## src/rtl/fft_pkg.sv

```systemverilog
// Shared constants and state encoding for the FFT back-end stages.
package fft_pkg;

   localparam int FFT_SIZE    = 32;
   localparam int N_WORDS     = FFT_SIZE;
   localparam int WORD_SIZE   = 16;
   localparam int DATA_LENGTH = 8;

   localparam logic [DATA_LENGTH-1:0] SYNC_BYTE = 8'hA5;

   // Serializer FSM: wait for a frame, kick the UART, wait for its done.
   typedef enum logic [1:0] {
      IDLE = 2'd0,
      SEND = 2'd1,
      WAIT = 2'd2
   } ser_state_t;

endpackage

```

## src/rtl/frame_byte_sel.sv

```systemverilog
// Combinational pick of data byte d from a packed frame of words.
// Byte d comes from word d>>1: low half when d is even, high half when odd.
module frame_byte_sel #(
   parameter int N_WORDS     = fft_pkg::N_WORDS,
   parameter int WORD_SIZE   = fft_pkg::WORD_SIZE,
   parameter int DATA_LENGTH = fft_pkg::DATA_LENGTH,
   parameter int D_W         = $clog2(2 * N_WORDS)
) (
   input  logic [N_WORDS*WORD_SIZE-1:0] i_frame,
   input  logic [D_W-1:0]               i_byte_idx,
   output logic [DATA_LENGTH-1:0]       o_byte
);

   logic [WORD_SIZE-1:0] w_words [N_WORDS];
   logic [WORD_SIZE-1:0] w_word;

   // Unpack the flat frame bus into an addressable word array.
   generate
      for (genvar gi = 0; gi < N_WORDS; gi++) begin : g_unpack
         assign w_words[gi] = i_frame[gi*WORD_SIZE +: WORD_SIZE];
      end
   endgenerate

   // Word select by the upper index bits, half select by the LSB.
   always_comb begin
      w_word = w_words[i_byte_idx[D_W-1:1]];
      o_byte = i_byte_idx[0] ? w_word[DATA_LENGTH +: DATA_LENGTH]
                             : w_word[0 +: DATA_LENGTH];
   end

endmodule

```

## src/rtl/fft_frame_serializer.sv

```systemverilog
// Captures one FFT frame and streams it to the UART transmitter byte by
// byte (optional sync header, then word 0 low byte first). Frames that
// arrive while a transfer is running are rejected and flagged.
module fft_frame_serializer #(
   parameter int                     N_WORDS     = fft_pkg::N_WORDS,
   parameter int                     WORD_SIZE   = fft_pkg::WORD_SIZE,
   parameter int                     DATA_LENGTH = fft_pkg::DATA_LENGTH,
   parameter int                     HEADER_EN   = 1,
   parameter logic [DATA_LENGTH-1:0] SYNC_BYTE   = fft_pkg::SYNC_BYTE
) (
   input  logic                         i_clk,
   input  logic                         i_rst_n,
   input  logic                         i_frame_valid,
   input  logic [N_WORDS*WORD_SIZE-1:0] i_frame,
   output logic                         o_tx_start,
   output logic [DATA_LENGTH-1:0]       o_tx_byte,
   input  logic                         i_tx_done,
   output logic                         o_busy,
   output logic                         o_frame_done,
   output logic                         o_dropped
);

   localparam int FRAME_W = N_WORDS * WORD_SIZE;
   localparam int N_BYTES = 2 * N_WORDS + HEADER_EN;
   localparam int IDX_W   = $clog2(N_BYTES);
   localparam int D_W     = $clog2(2 * N_WORDS);

   localparam logic [IDX_W-1:0] LAST_IDX = IDX_W'(N_BYTES - 1);

   fft_pkg::ser_state_t r_state, w_state_next;

   logic [IDX_W-1:0]       r_idx, w_idx_next;
   logic [FRAME_W-1:0]     r_frame_q, w_frame_next;
   logic                   r_frame_done, w_frame_done_next;
   logic                   r_dropped, w_dropped_next;
   logic [D_W-1:0]         w_data_idx;
   logic [DATA_LENGTH-1:0] w_data_byte;
   logic [DATA_LENGTH-1:0] w_sel_byte;
   logic                   w_is_header;

   // State, byte index, frame store and status pulses.
   always_ff @(posedge i_clk or negedge i_rst_n) begin
      if (!i_rst_n) begin
         r_state      <= fft_pkg::IDLE;
         r_idx        <= '0;
         r_frame_q    <= '0;
         r_frame_done <= 1'b0;
         r_dropped    <= 1'b0;
      end else begin
         r_state      <= w_state_next;
         r_idx        <= w_idx_next;
         r_frame_q    <= w_frame_next;
         r_frame_done <= w_frame_done_next;
         r_dropped    <= w_dropped_next;
      end
   end

   // Next-state logic: accept in IDLE, one start per byte, advance on done.
   always_comb begin
      w_state_next      = r_state;
      w_idx_next        = r_idx;
      w_frame_next      = r_frame_q;
      w_frame_done_next = 1'b0;
      // Any frame offered outside IDLE is lost; flag it one cycle later.
      w_dropped_next    = i_frame_valid && (r_state != fft_pkg::IDLE);

      case (r_state)
         fft_pkg::IDLE: begin
            if (i_frame_valid) begin
               w_frame_next = i_frame;
               w_idx_next   = '0;
               w_state_next = fft_pkg::SEND;
            end
         end
         fft_pkg::SEND: begin
            w_state_next = fft_pkg::WAIT;
         end
         fft_pkg::WAIT: begin
            if (i_tx_done) begin
               if (r_idx == LAST_IDX) begin
                  w_frame_done_next = 1'b1;
                  w_idx_next        = '0;
                  w_state_next      = fft_pkg::IDLE;
               end else begin
                  w_idx_next   = r_idx + 1'b1;
                  w_state_next = fft_pkg::SEND;
               end
            end
         end
         default: begin
            w_state_next = fft_pkg::IDLE;
         end
      endcase
   end

   // Header slot only exists when the sync byte is enabled.
   generate
      if (HEADER_EN != 0) begin : g_hdr
         assign w_is_header = (r_idx == '0);
      end else begin : g_no_hdr
         assign w_is_header = 1'b0;
      end
   endgenerate

   // Data byte number is the transmit index minus the header slot.
   assign w_data_idx = D_W'(r_idx - IDX_W'(HEADER_EN));

   frame_byte_sel #(
      .N_WORDS     (N_WORDS),
      .WORD_SIZE   (WORD_SIZE),
      .DATA_LENGTH (DATA_LENGTH),
      .D_W         (D_W)
   ) u_byte_sel (
      .i_frame    (r_frame_q),
      .i_byte_idx (w_data_idx),
      .o_byte     (w_data_byte)
   );

   assign w_sel_byte = w_is_header ? SYNC_BYTE : w_data_byte;

   // Byte bus held at zero while idle so it reads 0 out of reset.
   assign o_tx_byte    = (r_state != fft_pkg::IDLE) ? w_sel_byte : '0;
   assign o_tx_start   = (r_state == fft_pkg::SEND);
   assign o_busy       = (r_state != fft_pkg::IDLE);
   assign o_frame_done = r_frame_done;
   assign o_dropped    = r_dropped;

endmodule

```

## config.mk

```make
export PLATFORM = sky130hd
export DESIGN_NAME = fft_frame_serializer
export DESIGN_NICKNAME = d
export VERILOG_FILES = /design/src/rtl/fft_pkg.sv /design/src/rtl/frame_byte_sel.sv /design/src/rtl/fft_frame_serializer.sv
export SDC_FILE = /design/constraint.sdc
export NUM_CORES = 1
export LEC_CHECK = 0
export CAP_MARGIN = 10
export CORE_MARGIN = 1.5
export CORE_UTILIZATION = 34
export DETAILED_ROUTE_END_ITERATION = 8
export MAX_ROUTING_LAYER = met4
export SKIP_CTS_REPAIR_TIMING = 1
export SLEW_MARGIN = 15
export SYNTH_ARGS = -nofsm -noshare
export SYNTH_HDL_FRONTEND = slang
export SYNTH_HIERARCHICAL = 1
export SYNTH_SLANG_ARGS = --single-unit
```

## constraint.sdc

```tcl
create_clock -name i_clk -period 5.7 [get_ports i_clk]
set_input_delay 0.57 -clock i_clk [delete_from_list [all_inputs] [get_ports i_clk]]
set_output_delay 0.57 -clock i_clk [all_outputs]
set_load 0.1 [all_outputs]
```

== After elaboration in Yosys (flattened, before gate mapping) ==
Index checks and enable logic that the tools add are counted.

* Bits in read-only memories: 0
* Memories: 0
* Bits in latches: 0
* Input port bits: 516
* Bits in writable memories: 0
* Output and inout port bits: 12
* Register bits after elaboration: 523

* $lt $le $gt $ge: 1
* Reduce and logical (&&, ||, !) cells: 8
* Muxes and demuxes: 17
* Shifts and indexed selects: 0
* $add $sub $neg: 2
* Eq/ne operators: 5
* Multipliers: 0
* Div/mod/pow operators: 0
* Bitwise gates (word level): 1

{| class="wikitable"
|+ Operators with widths
! cell !! number
|-
| 16-bit binary-select mux with 5-bit select || 1
|-
| 16-bit 2-to-1 mux || 2
|-
| 8-bit 2-to-1 mux || 3
|-
| 7-bit 2-to-1 mux || 3
|-
| 7-bit case mux with 2 select lines || 1
|-
| 7-bit by 1-bit adder with 7-bit output, second input constant || 1
|-
| 7-bit equality test, second input constant || 1
|-
| 7-bit logical NOT || 1
|-
| 6-bit greater-or-equal comparator, second input constant || 1
|-
| 5-bit NOT with 6-bit output || 1
|-
| 2-bit case mux with 3 select lines || 1
|-
| 6-bit by 1-bit subtractor with 6-bit output, second input constant || 1
|-
| 1-bit 2-to-1 mux || 4
|-
| 2-bit 2-to-1 mux || 2
|-
| 2-bit != test, second input constant || 2
|-
| 2-bit AND reduction || 2
|-
| 2-bit nonzero test || 2
|-
| 3-bit AND reduction || 1
|-
| 2-bit by 1-bit equality test with 1-bit output, second input constant || 1
|-
| 2-bit equality test, second input constant || 1
|-
| 2-bit logical NOT || 1
|-
| 1-bit logical AND || 1
|}

== Longest topological paths before layout ==
* Depth in word-level cells: 8
* Mapped depth: 14
* Mapped depth without buffers: 10

== Hierarchy ==
Netlist, hierarchy kept.

{| class="wikitable"
|+ By module, submodules not included
! module !! area an instance (µm²) !! instances !! sequential area each (µm²) !! cells each
|-
| fft_frame_serializer || 21848.5 || 1 || 13087.6 || 1168
|-
| frame_byte_sel || 4196.5 || 1 || 0.0 || 324
|}

== Least setup slack after synthesis ==
Ideal clock, no wire load.

* Kind: register -> output
* Start point: reg r_idx[0]
* End point: out o_tx_byte[6]
* Setup slack: 1.992 ns
* Stages on the path, launching flop included: 13
* Buffers on the path: 4
* Arrival: 3.138 ns
* Required time: 5.130 ns
* Cell sequence: dfrtp_1 > inv_1 > ha_1 > xor2_1 > buf_6 > buf_4 > buf_2 > buf_4 > mux4_2 > mux2i_1 > a221oi_1 > a22o_1 > and3_1

{| class="wikitable"
|+ RTL lines
! element !! RTL line !! RTL
|-
| start, declared || fft_frame_serializer.sv:32 || <nowiki>logic [IDX_W-1:0] r_idx, w_idx_next;</nowiki>
|-
| start signal, assigned || fft_frame_serializer.sv:51 || <nowiki>r_idx <= w_idx_next;</nowiki>
|-
| 6-bit by 1-bit subtractor with 6-bit output || fft_frame_serializer.sv:106 || <nowiki>assign w_data_idx = D_W'(r_idx - IDX_W'(HEADER_EN));</nowiki>
|-
| named net w_data_idx[0] || fft_frame_serializer.sv:36 || <nowiki>logic [D_W-1:0] w_data_idx;</nowiki>
|-
| 8-bit 2-to-1 mux || frame_byte_sel.sv:27 || <nowiki>o_byte = i_byte_idx[0] ? w_word[DATA_LENGTH +: DATA_LENGTH]</nowiki>
|-
| named net w_data_byte[6] || fft_frame_serializer.sv:37 || <nowiki>logic [DATA_LENGTH-1:0] w_data_byte;</nowiki>
|-
| 8-bit 2-to-1 mux || fft_frame_serializer.sv:119 || <nowiki>assign w_sel_byte = w_is_header ? SYNC_BYTE : w_data_byte;</nowiki>
|-
| 8-bit 2-to-1 mux || fft_frame_serializer.sv:122 || <nowiki>assign o_tx_byte = (r_state != fft_pkg::IDLE) ? w_sel_byte : '0;</nowiki>
|-
| end, declared || fft_frame_serializer.sv:16 || <nowiki>output logic [DATA_LENGTH-1:0] o_tx_byte,</nowiki>
|}

The timed path passes the listed nets, and every way through them passes these cells. The select of a mux whose other input is x is not followed.

== Worst setup path after layout ==
* Start point: reg r_idx[0]
* End point: out o_tx_byte[7]

The elaborated chain is that of the path after synthesis.

==> results.json <==
{
  "tritoncts": "yes",
  "drive_above_1_share": 0.376,
  "grt_pass1_wl_um": 116000,
  "synth_top_area_frac": 0.502,
  "h-tree-depth": 2,
  "crit_family": "buffers and inverters",
  "ys_async_sr_fraction": 1.00,
  "hold_viol_final": 1,
  "synth_area_leaders": "dfrtp_1 (50%), mux2_4 (23%), mux4_2 (10%)",
  "yosys_warnings": 6,
  "synth_most_common_cell": "dfrtp_1",
  "ant_nets": 0,
  "p_clk_frac": 0.178,
  "ir_drop_v": 0.000408,
  "grt-ovfl-total": 0,
  "io_pins": 528,
  "area_growth_pct": 29.9,
  "grt.total_usage": 0.208,
  "post-route-drc-count": 0,
  "r2r_cells": 5,
  "synthCells": 1492,
  "nNetsFinal": 2529,
  "fin_crit_sh": 0.918,
  "cp-startpoint": "r_idx[0]",
  "violations": "negative hold slack",
  "p_int_mw": 14.1,
  "netlist_top_cells_count": "dfrtp_1 (523), mux2_4 (400), mux4_2 (121)",
  "synth-main-ff-cell": "dfrtp_1",
  "path_max_fanout": 58,
  "path_class": "reg -> out",
  "multi_input_area_um2": 11600,
  "max_stage_delay_ns": 0.52,
  "clock_path_buffers": 3,
  "antenna_found_initial": 39,
  "coreArea_um2": 75800,
  "path_buf_inv": 4,
  "wl_per_cell_um": 25.9,
  "grt_max_degree": 150,
  "synth_area_um2": 26000,
  "fin_total_pwr_mw": 22.3,
  "chipHeight_um": 280,
  "p_leak_nw": 14.4,
  "relSlewSlack": 0.284,
  "slew_violations": 0,
  "hp-class": "in -> async",
  "r2r-end": "r_frame_q[429]",
  "die-width_um": 280,
  "max_freq_mhz": 191,
  "io_buffer_count": 527,
  "detailed_place_hpwl_um": 59100,
  "dieArea_um2": 78300,
  "tightest_slew_ns": 1.07,
  "p_sw_frac": 0.369,
  "setup_violations": 0,
  "regToRegStartpoint": "r_state[1]",
  "syn_avg_cell_area_um2": 17.5,
  "cts.reportedPaths.clkPinSlew_ns": 0.06,
  "fin_skew_ns": 0.0118,
  "cp.required_ns": 5.13,
  "worst_setup_path_start_kind": "flip-flop",
  "synth_cell_type_count": 53,
  "via_per_inst": 4.93,
  "seqCellArea_um2": 13100,
  "fillers": 6620,
  "slowest_stage": "mux4_2",
  "drt-pass1-iter-count": 5,
  "final_period_minus_worst_setup_slack_ns": 5.23,
  "clock_latency_ns": 0.63,
  "numCtsBuffers": 59,
  "crit_cells": 10,
  "rsz0062_at_grt": "false",
  "endpoint_kind": "output pin",
  "wl_um": 79500,
  "place_congestion": 0.843,
  "crit_path_cell_trace": "inv_1 > ha_1 > inv_8 > buf_12 > mux4_2 > mux2i_1 > a21oi_1 > a22o_1 > o21a_1 > buf_4",
  "tns_ns": 0,
  "start_util": 0.343,
  "pwr-share-seq": 0.303,
  "synth_area_leader_cell": "dfrtp_1",
  "cp-endpoint": "o_tx_byte[7]",
  "drt_iter0_markers": 926,
  "synth.net_count": 2011,
  "synth_seq_area_share": 0.502,
  "pre_cts_slack_ns": 0.925,
  "cts_root_buf": "clkbuf_16",
  "switchingPower_mw": 8.21,
  "layout_setup_ws_ns": 0.467,
  "drv_cap": 0,
  "ys_ff_latch": 523,
  "detailroute.via_count": 15100,
  "powerDensity_nw_per_um2": 658,
  "r2r_setup_slack_ns": 3.00,
  "synth-edff-count": 0,
  "core.rowCount": 101,
  "cp_data_arrival_time_ns": 4.66,
  "p_comb_frac": 0.520,
  "timing.hold.ws_ns": -0.00884,
  "first_global_vias": 16900,
  "status": "finished with violations",
  "cts.sink_count": 523
}
-- cell type report --
class,count,area share
antenna,38,0.00281
clock buffer,80,0.0483
clock inverter,27,0.0107
inverter,8,0.00111
multi-input combinational,855,0.344
sequential,523,0.387
tap,978,0.0362
timing repair buffer,563,0.170
-- how the worst min path moves through the flow --
stage / from / to / cells past startpoint
floorplan: i_rst_n / o_dropped / 0
global placement: r_frame_q[410] / r_frame_q[410] / 1
detailed placement: r_frame_q[405] / r_frame_q[405] / 1
CTS: i_rst_n / r_frame_q[136] / 1
global route: i_rst_n / r_frame_q[36] / 1
finish: i_rst_n / r_frame_q[36] / 1
-- sequential cells by signal, summed over array words and instances (netlist names) --
| signal | count |
|---|---|
| r_frame_q | 512 |
| r_idx | 7 |
| r_state | 2 |
| o_dropped | 1 |
| o_frame_done | 1 |
-- logic make-up after synthesis --
family	synth area share
fa+ha+maj	0.00144
mux	0.402
buf+inv	0.0529
simple gates	0.0190
xor+xnor	0.00135
compound gates	0.0213
flops	0.502
-- layer usage --
metal	global-route usage	share of wire	up-vias
met5	-	0	-
met4	0.0622	0.022	0
met3	0.0580	0.071	93
met2	0.321	0.48	443
met1	0.267	0.43	7916
li1	-	-	6693
-- power groups by stage --
stage                     registers, mW  logic (mW)  clock network [mW]
after floorplan                    6.30        8.65                   0
after global placement             6.72        11.6                   0
after detailed placement           6.77        11.7                   0
after CTS                          6.74        11.7                4.07
after global routing               6.96        12.2                4.22
final                              6.75        11.6                3.96
-- through the flow --
step	cells	instance area, um2	util
detailed placement	2927	31700	0.419
CTS	3034	33700	0.445
global placement	2927	31700	0.419
finish	3072	33800	0.446
global route	3070	33800	0.446
floorplan	1492	26000	-
-- placed cells by master, fill, tap and decap left out, types with 6 or more instances in the layout --
cell type,instances
clkdlybuf4s50_1,518
bufinv_16,8
inv_1,7
mux2_4,400
and3_1,6
o22ai_1,17
clkbuf_8,8
mux4_2,121
o221ai_1,8
nor2b_1,8
nand3_1,8
clkbuf_16,59
mux2_2,105
mux2_1,10
clkinv_2,12
nand2_1,35
buf_4,26
buf_12,18
clkbuf_1,13
or3_1,8
diode_2,38
mux2i_1,30
o21ai_0,10
a21oi_1,18
dfrtp_1,523
Power figures use the tool's default switching activity.
